### src/rtl/microwave_btn_gesture_decoder_pkg.sv
// Shared types and default timing constants for the microwave button gesture decoder
// and the tick generator it shares with the cook timer.
package microwave_btn_gesture_decoder_pkg;

    typedef enum logic [2:0] {
        ST_IDLE     = 3'd0,
        ST_PRESS1   = 3'd1,
        ST_GAP      = 3'd2,
        ST_PRESS2   = 3'd3,
        ST_HOLD     = 3'd4,
        ST_WAIT_REL = 3'd5
    } state_e;

    typedef struct packed {
        logic short_p;
        logic double_p;
        logic long_p;
        logic repeat_p;
    } gesture_t;

    localparam int DEF_TICK_DIV = 100_000;
    localparam int DEF_LONG_T   = 1000;
    localparam int DEF_REPEAT_T = 200;
    localparam int DEF_DOUBLE_T = 250;

    function automatic int max3(input int a, input int b, input int c);
        int m;
        m = (a > b) ? a : b;
        return (m > c) ? m : c;
    endfunction

endpackage

### src/rtl/microwave_btn_gesture_decoder_tick_gen.sv
// Free-running prescaler: one-clk tick every TICK_DIV clocks, at count TICK_DIV-1.
module microwave_tick_gen
    import microwave_btn_gesture_decoder_pkg::*;
#(
    parameter int TICK_DIV = DEF_TICK_DIV
) (
    input  logic clk,
    input  logic reset,
    output logic o_tick
);

    localparam int CW = (TICK_DIV > 1) ? $clog2(TICK_DIV) : 1;

    logic [CW-1:0] cnt_q, cnt_d;

    assign o_tick = (cnt_q == CW'(TICK_DIV - 1));

    always_comb begin
        cnt_d = o_tick ? '0 : cnt_q + CW'(1);
    end

    // NOTE: state registers use non-blocking assignment so every flop samples pre-edge values.
    always_ff @(posedge clk or posedge reset) begin
        if (reset) begin
            cnt_q <= '0;
        end else begin
            cnt_q <= cnt_d;
        end
    end

endmodule

### src/rtl/microwave_btn_gesture_decoder.sv
// Turns the debounced button level into one-cycle short/double/long/repeat pulses
// plus a HOLD level for the UI fast-count indication.
module microwave_btn_gesture_decoder
    import microwave_btn_gesture_decoder_pkg::*;
#(
    parameter int TICK_DIV = DEF_TICK_DIV,
    parameter int LONG_T   = DEF_LONG_T,
    parameter int REPEAT_T = DEF_REPEAT_T,
    parameter int DOUBLE_T = DEF_DOUBLE_T
) (
    input  logic clk,
    input  logic reset,
    input  logic i_btn,
    output logic o_short,
    output logic o_double,
    output logic o_long,
    output logic o_repeat,
    output logic o_held
);

    localparam int TW = $clog2(max3(LONG_T, REPEAT_T, DOUBLE_T) + 1);
    localparam logic [TW-1:0] TCNT_MAX    = '1;
    localparam logic [TW-1:0] LONG_LAST   = TW'(LONG_T - 1);
    localparam logic [TW-1:0] REPEAT_LAST = TW'(REPEAT_T - 1);
    localparam logic [TW-1:0] DOUBLE_LAST = TW'(DOUBLE_T - 1);

    logic          btn_meta_q, btn_s_q;
    logic          tick;
    logic          post_rst_q;
    logic          restart;
    state_e        state_q, state_d;
    logic [TW-1:0] tcnt_q, tcnt_d;
    gesture_t      ev_q, ev_d;

    microwave_tick_gen #(
        .TICK_DIV (TICK_DIV)
    ) u_tick (
        .clk    (clk),
        .reset  (reset),
        .o_tick (tick)
    );

    // Synchronizer resets to "pressed" so a button held across reset lands in WAIT_REL.
    always_ff @(posedge clk or posedge reset) begin
        if (reset) begin
            btn_meta_q <= 1'b1;
            btn_s_q    <= 1'b1;
        end else begin
            btn_meta_q <= i_btn;
            btn_s_q    <= btn_meta_q;
        end
    end

    // NOTE: every variable driven here gets a default first, so no path can infer a latch.
    always_comb begin
        state_d = state_q;
        ev_d    = '0;
        restart = 1'b0;
        unique case (state_q)
            ST_IDLE: begin
                if (btn_s_q) state_d = post_rst_q ? ST_WAIT_REL : ST_PRESS1;
            end
            ST_PRESS1: begin
                if (!btn_s_q) begin
                    if (DOUBLE_T == 0) begin
                        ev_d.short_p = 1'b1;
                        state_d      = ST_IDLE;
                    end else begin
                        state_d = ST_GAP;
                    end
                end else if (tick && tcnt_q == LONG_LAST) begin
                    ev_d.long_p = 1'b1;
                    state_d     = ST_HOLD;
                end
            end
            ST_GAP: begin
                if (btn_s_q) begin
                    state_d = ST_PRESS2;
                end else if (tick && tcnt_q == DOUBLE_LAST) begin
                    ev_d.short_p = 1'b1;
                    state_d      = ST_IDLE;
                end
            end
            ST_PRESS2: begin
                if (!btn_s_q) begin
                    ev_d.double_p = 1'b1;
                    state_d       = ST_IDLE;
                end else if (tick && tcnt_q == LONG_LAST) begin
                    ev_d.double_p = 1'b1;
                    state_d       = ST_WAIT_REL;
                end
            end
            ST_HOLD: begin
                if (!btn_s_q) begin
                    state_d = ST_IDLE;
                end else if (tick && tcnt_q == REPEAT_LAST) begin
                    ev_d.repeat_p = 1'b1;
                    restart       = 1'b1;
                end
            end
            ST_WAIT_REL: begin
                if (!btn_s_q) state_d = ST_IDLE;
            end
            default: state_d = ST_IDLE;
        endcase

        if (state_d != state_q || restart) begin
            tcnt_d = '0;
        end else if (tick && tcnt_q != TCNT_MAX) begin
            tcnt_d = tcnt_q + TW'(1);
        end else begin
            tcnt_d = tcnt_q;
        end
    end

    always_ff @(posedge clk or posedge reset) begin
        if (reset) begin
            state_q    <= ST_IDLE;
            tcnt_q     <= '0;
            post_rst_q <= 1'b1;
            ev_q       <= '0;
        end else begin
            state_q    <= state_d;
            tcnt_q     <= tcnt_d;
            post_rst_q <= 1'b0;
            ev_q       <= ev_d;
        end
    end

    assign o_short  = ev_q.short_p;
    assign o_double = ev_q.double_p;
    assign o_long   = ev_q.long_p;
    assign o_repeat = ev_q.repeat_p;
    assign o_held   = (state_q == ST_HOLD);

endmodule
### config.mk
export PLATFORM = sky130hd
export DESIGN_NAME = microwave_btn_gesture_decoder
export DESIGN_NICKNAME = d
export VERILOG_FILES = /design/src/rtl/microwave_btn_gesture_decoder_pkg.sv /design/src/rtl/microwave_btn_gesture_decoder_tick_gen.sv /design/src/rtl/microwave_btn_gesture_decoder.sv
export SDC_FILE = /design/constraint.sdc
export NUM_CORES = 1
export LEC_CHECK = 0
export CAP_MARGIN = 20
export CORE_ASPECT_RATIO = 1.2
export CORE_MARGIN = 2
export CORE_UTILIZATION = 59
export CTS_CLUSTER_DIAMETER = 200
export DETAILED_ROUTE_END_ITERATION = 7
export GPL_TIMING_DRIVEN = 0
export PLACE_DENSITY = 0.89
export SKIP_CTS_REPAIR_TIMING = 1
export SLEW_MARGIN = 20
export SYNTH_ARGS = -nofsm -noshare
export SYNTH_HDL_FRONTEND = slang
export SYNTH_SLANG_ARGS = --single-unit
### constraint.sdc
create_clock -name clk -period 2.7 [get_ports clk]
set_clock_uncertainty 0.1 [all_clocks]
set_input_delay 0.675 -clock clk [delete_from_list [all_inputs] [get_ports clk]]
set_output_delay 0.675 -clock clk [all_outputs]
set_load 0.01 [all_outputs]
==> metrics.md <==
| Metric | Value |
|---|---|
| Remaining DRCs | `0` |
| Worst-case clock buffer depth | `2` |
| Final net count | `204` |
| Antenna violations before repair | `0` |
| Largest fanout on the critical path | `10` |
| Port Buffer Count | `7` |
| Met3 GRT Util | `between 7 and 8%` |
| Starting Density | `61.2%` |
| Cells after DPL | `about 230` |
| Remaining global-route overflow | `0` |
| Required @ worst endpoint | `2.83 ns` |
| Met2 Use GR | `41.1%` |
| Pwr dens | `between 400 and 500 nW/µm²` |
| Count leader, synth | `dfrtp_1` |
| Mapped Area | `about 1900 µm²` |
| Cell accounting for the most synthesized area | `dfrtp_1` |
| Via count | `around 1,400` |
| Non-Filler Instances | `approximately 240` |
| Peak supply drop | `roughly 0.00035 V` |
| Synth top cells by count | `dfrtp_1, nor2_1, nand2_1` |
| TritonCTS clock tree | `built` |
| Die Ht | `about 65 µm` |
| Iter 0 DRT Violations | `between 50 and 60` |
| Number of global-route vias before repair | `around 1,500` |
| Fraction of layout cells with a size suffix above 1 | `a little over a tenth` |
| Syn Area/Cell | `between 10 and 15 µm²` |
| Final instance area | `~2000 µm²` |
| Grt met1 use | `32.3%` |
| Post-synth top area share | `a little under half` |
| Area growth, synth to finish | `9.53%` |
| Post-Route WL | `about 3.7 mm` |
| Die width | `between 50 and 60 µm` |
| I/O pin count | `8` |
| Critical path data arrival time | `around 2.7 ns` |
| First-pass GRT wire length | `about 6.7 mm` |
| Total negative setup slack | `0 ns` |
| Post-Synthesis Cells | `about 190` |
| Drt pass-1 iters | `4` |
| EDFF count, synth | `0` |
| Tot Pwr | `~0.94 mW` |
| Max Fclk | `between 300 and 400 MHz` |
| Crit Path Class | `reg2reg` |
| Ranking of synthesized cells by area | `dfrtp_1, xnor2_1, nor2_1` |
| Mean routed wirelength per cell | `around 16 µm` |
| Crit path max-delay family | `simple AND/OR/NAND/NOR gates` |
| Final Max Slew Viols | `0` |
| Clk slew on worst S/H paths | `0.11 ns` |
| Routed Antenna Nets | `0` |
| Final hold slack | `0.264 ns` |
| Worst-Margin Slew | `approximately 0.78 ns` |
| GP Congestion | `approximately 0.87` |
| GRT busiest layer | `met2` |
| CP peak stage delay | `~0.57 ns` |
| Post-Syn Nets | `between 150 and 200` |
| Slew margin rel. | `47.9%` |
| Worst-Skew Late Latency | `0.35 ns` |
| RSZ-0062 raised after global routing | `false` |
| Cell row count | `22` |
| Worst Setup End Kind | `flip-flop` |
| Slowest cell on crit path | `or4bb_1` |
| Buffers & Inverters on Critical Path | `1` |
| Clk sinks | `37` |
| Maxcap violations | `0` |
| Final period util | `between 90 and 100%` |
| Top FF cell, synth | `dfrtp_1` |
| DP Wirelength | `approximately 2.7 mm` |
| #FFs+latches synth | `37` |
| Core footprint | `between 3000 and 4000 µm²` |
| Setup violations, final | `0` |
| Clock Tree Root | `clkbuf_4` |
| GRT Total Usage | `a little over a quarter` |
| Status | `complete, no violations` |
| DP Area | `between 1500 and 2000 µm²` |
| H-tree depth | `2` |
| Seq/Total Area, Yosys | `50.2%` |
| Hold WC Path Type | `reg2reg` |
| Via/cell ratio | `between 6 and 7` |
| Worst-path cell chain | `or4bb_1 -> or4_4 -> buf_6 -> nor4_1 -> xnor2_1 -> nor2_1` |
| Diodes inserted | `0` |
| Pin count of the biggest net entering global routing | `38` |
| Critical path startpoint category | `flip-flop` |
| CTS Buf Count | `5` |
| Cell variety after synth | `39` |
| Pleak | `about 0.85 nW` |
| Final hold viol count | `0` |
| Yosys warning total | `0` |
| Final Critical Period | `approximately 2.6 ns` |
| DIE AREA | `around 3600 µm²` |
| Synth async-reset ratio | `100%` |
## cell type report
class	instances	area, µm²
clock buffers	7	45.0
fillers	245	1000
well taps	36	45.0
multi-input cells	139	892
clock inverters	1	7.51
repair buffers	7	70.1
plain buffers	3	20.0
flip-flops and latches	37	930
inverters	5	18.8
## per-stage QoR
stage	setup WS [ns]	util (%)
final	0.147	67.0
after global routing	0.00123	67.0
after CTS	-0.00438	66.7
after detailed placement	0.0841	65.0
after global placement	0.209	65.0
after floorplan	0.371	-
## state kept, by name, summed over array words and instances (netlist names)
signal and count:
o_repeat 1, post_rst_q 1, o_double 1, o_short 1
u_tick.cnt_q 17, tcnt_q 10, state_q 3, btn_s_q 1
btn_meta_q 1, o_long 1
## cell usage in the layout, fill, tap and decap left out, types with 4 or more instances in the layout
cell             instances
nand2_1                 16
inv_1                    4
xnor2_1                 14
and3_1                   4
o21ai_0                  4
nand4_1                  8
nand3_1                 12
nor4_1                   6
clkdlybuf4s50_1          7
clkbuf_4                 5
nor2_1                  22
dfrtp_1                 34
nor3_1                   5
xor2_1                   8
## cell families (layout without fill, tap and decap cells)
logic type | after synthesis | after routing | synth area share (%)
and+or+nand+nor | 101 | 101 | 31.0
DFF | 37 | 37 | 50.2
xor gates and xnor gates | 22 | 22 | 10.4
AOI/OAI and AO/OA | 12 | 12 | 3.92
buffers and inverters | 9 | 23 | 2.23
adders and majority gates | 3 | 3 | 2.03
other | 1 | 1 | 0.203
## per-layer routing
metal / part of all wire [%] / vias up
li1: - / 679
met1: 41 / 688
met2: 53 / 44
met3: 3.9 / 12
met4: 2.7 / 0
met5: 0 / -
## report_power, final
part           total (mW)  switching, mW  internal, mW
sequential          0.589         0.0213         0.568
clock               0.284          0.181         0.103
combinational      0.0643         0.0393        0.0250
total               0.937          0.242         0.695
## worst paths after layout
check,startpoint,end,slack [ns],cells after the start
max,u_tick.cnt_q[6],tcnt_q[5],0.15,6
min,btn_meta_q,btn_s_q,0.26,0
max reg2reg,u_tick.cnt_q[6],tcnt_q[5],0.15,6
min reg2reg,btn_meta_q,btn_s_q,0.26,0
max in group asynchronous,reset,tcnt_q[6],1.35,2
min in group asynchronous,reset,tcnt_q[1],0.67,2
Power figures use the tool's default switching activity.
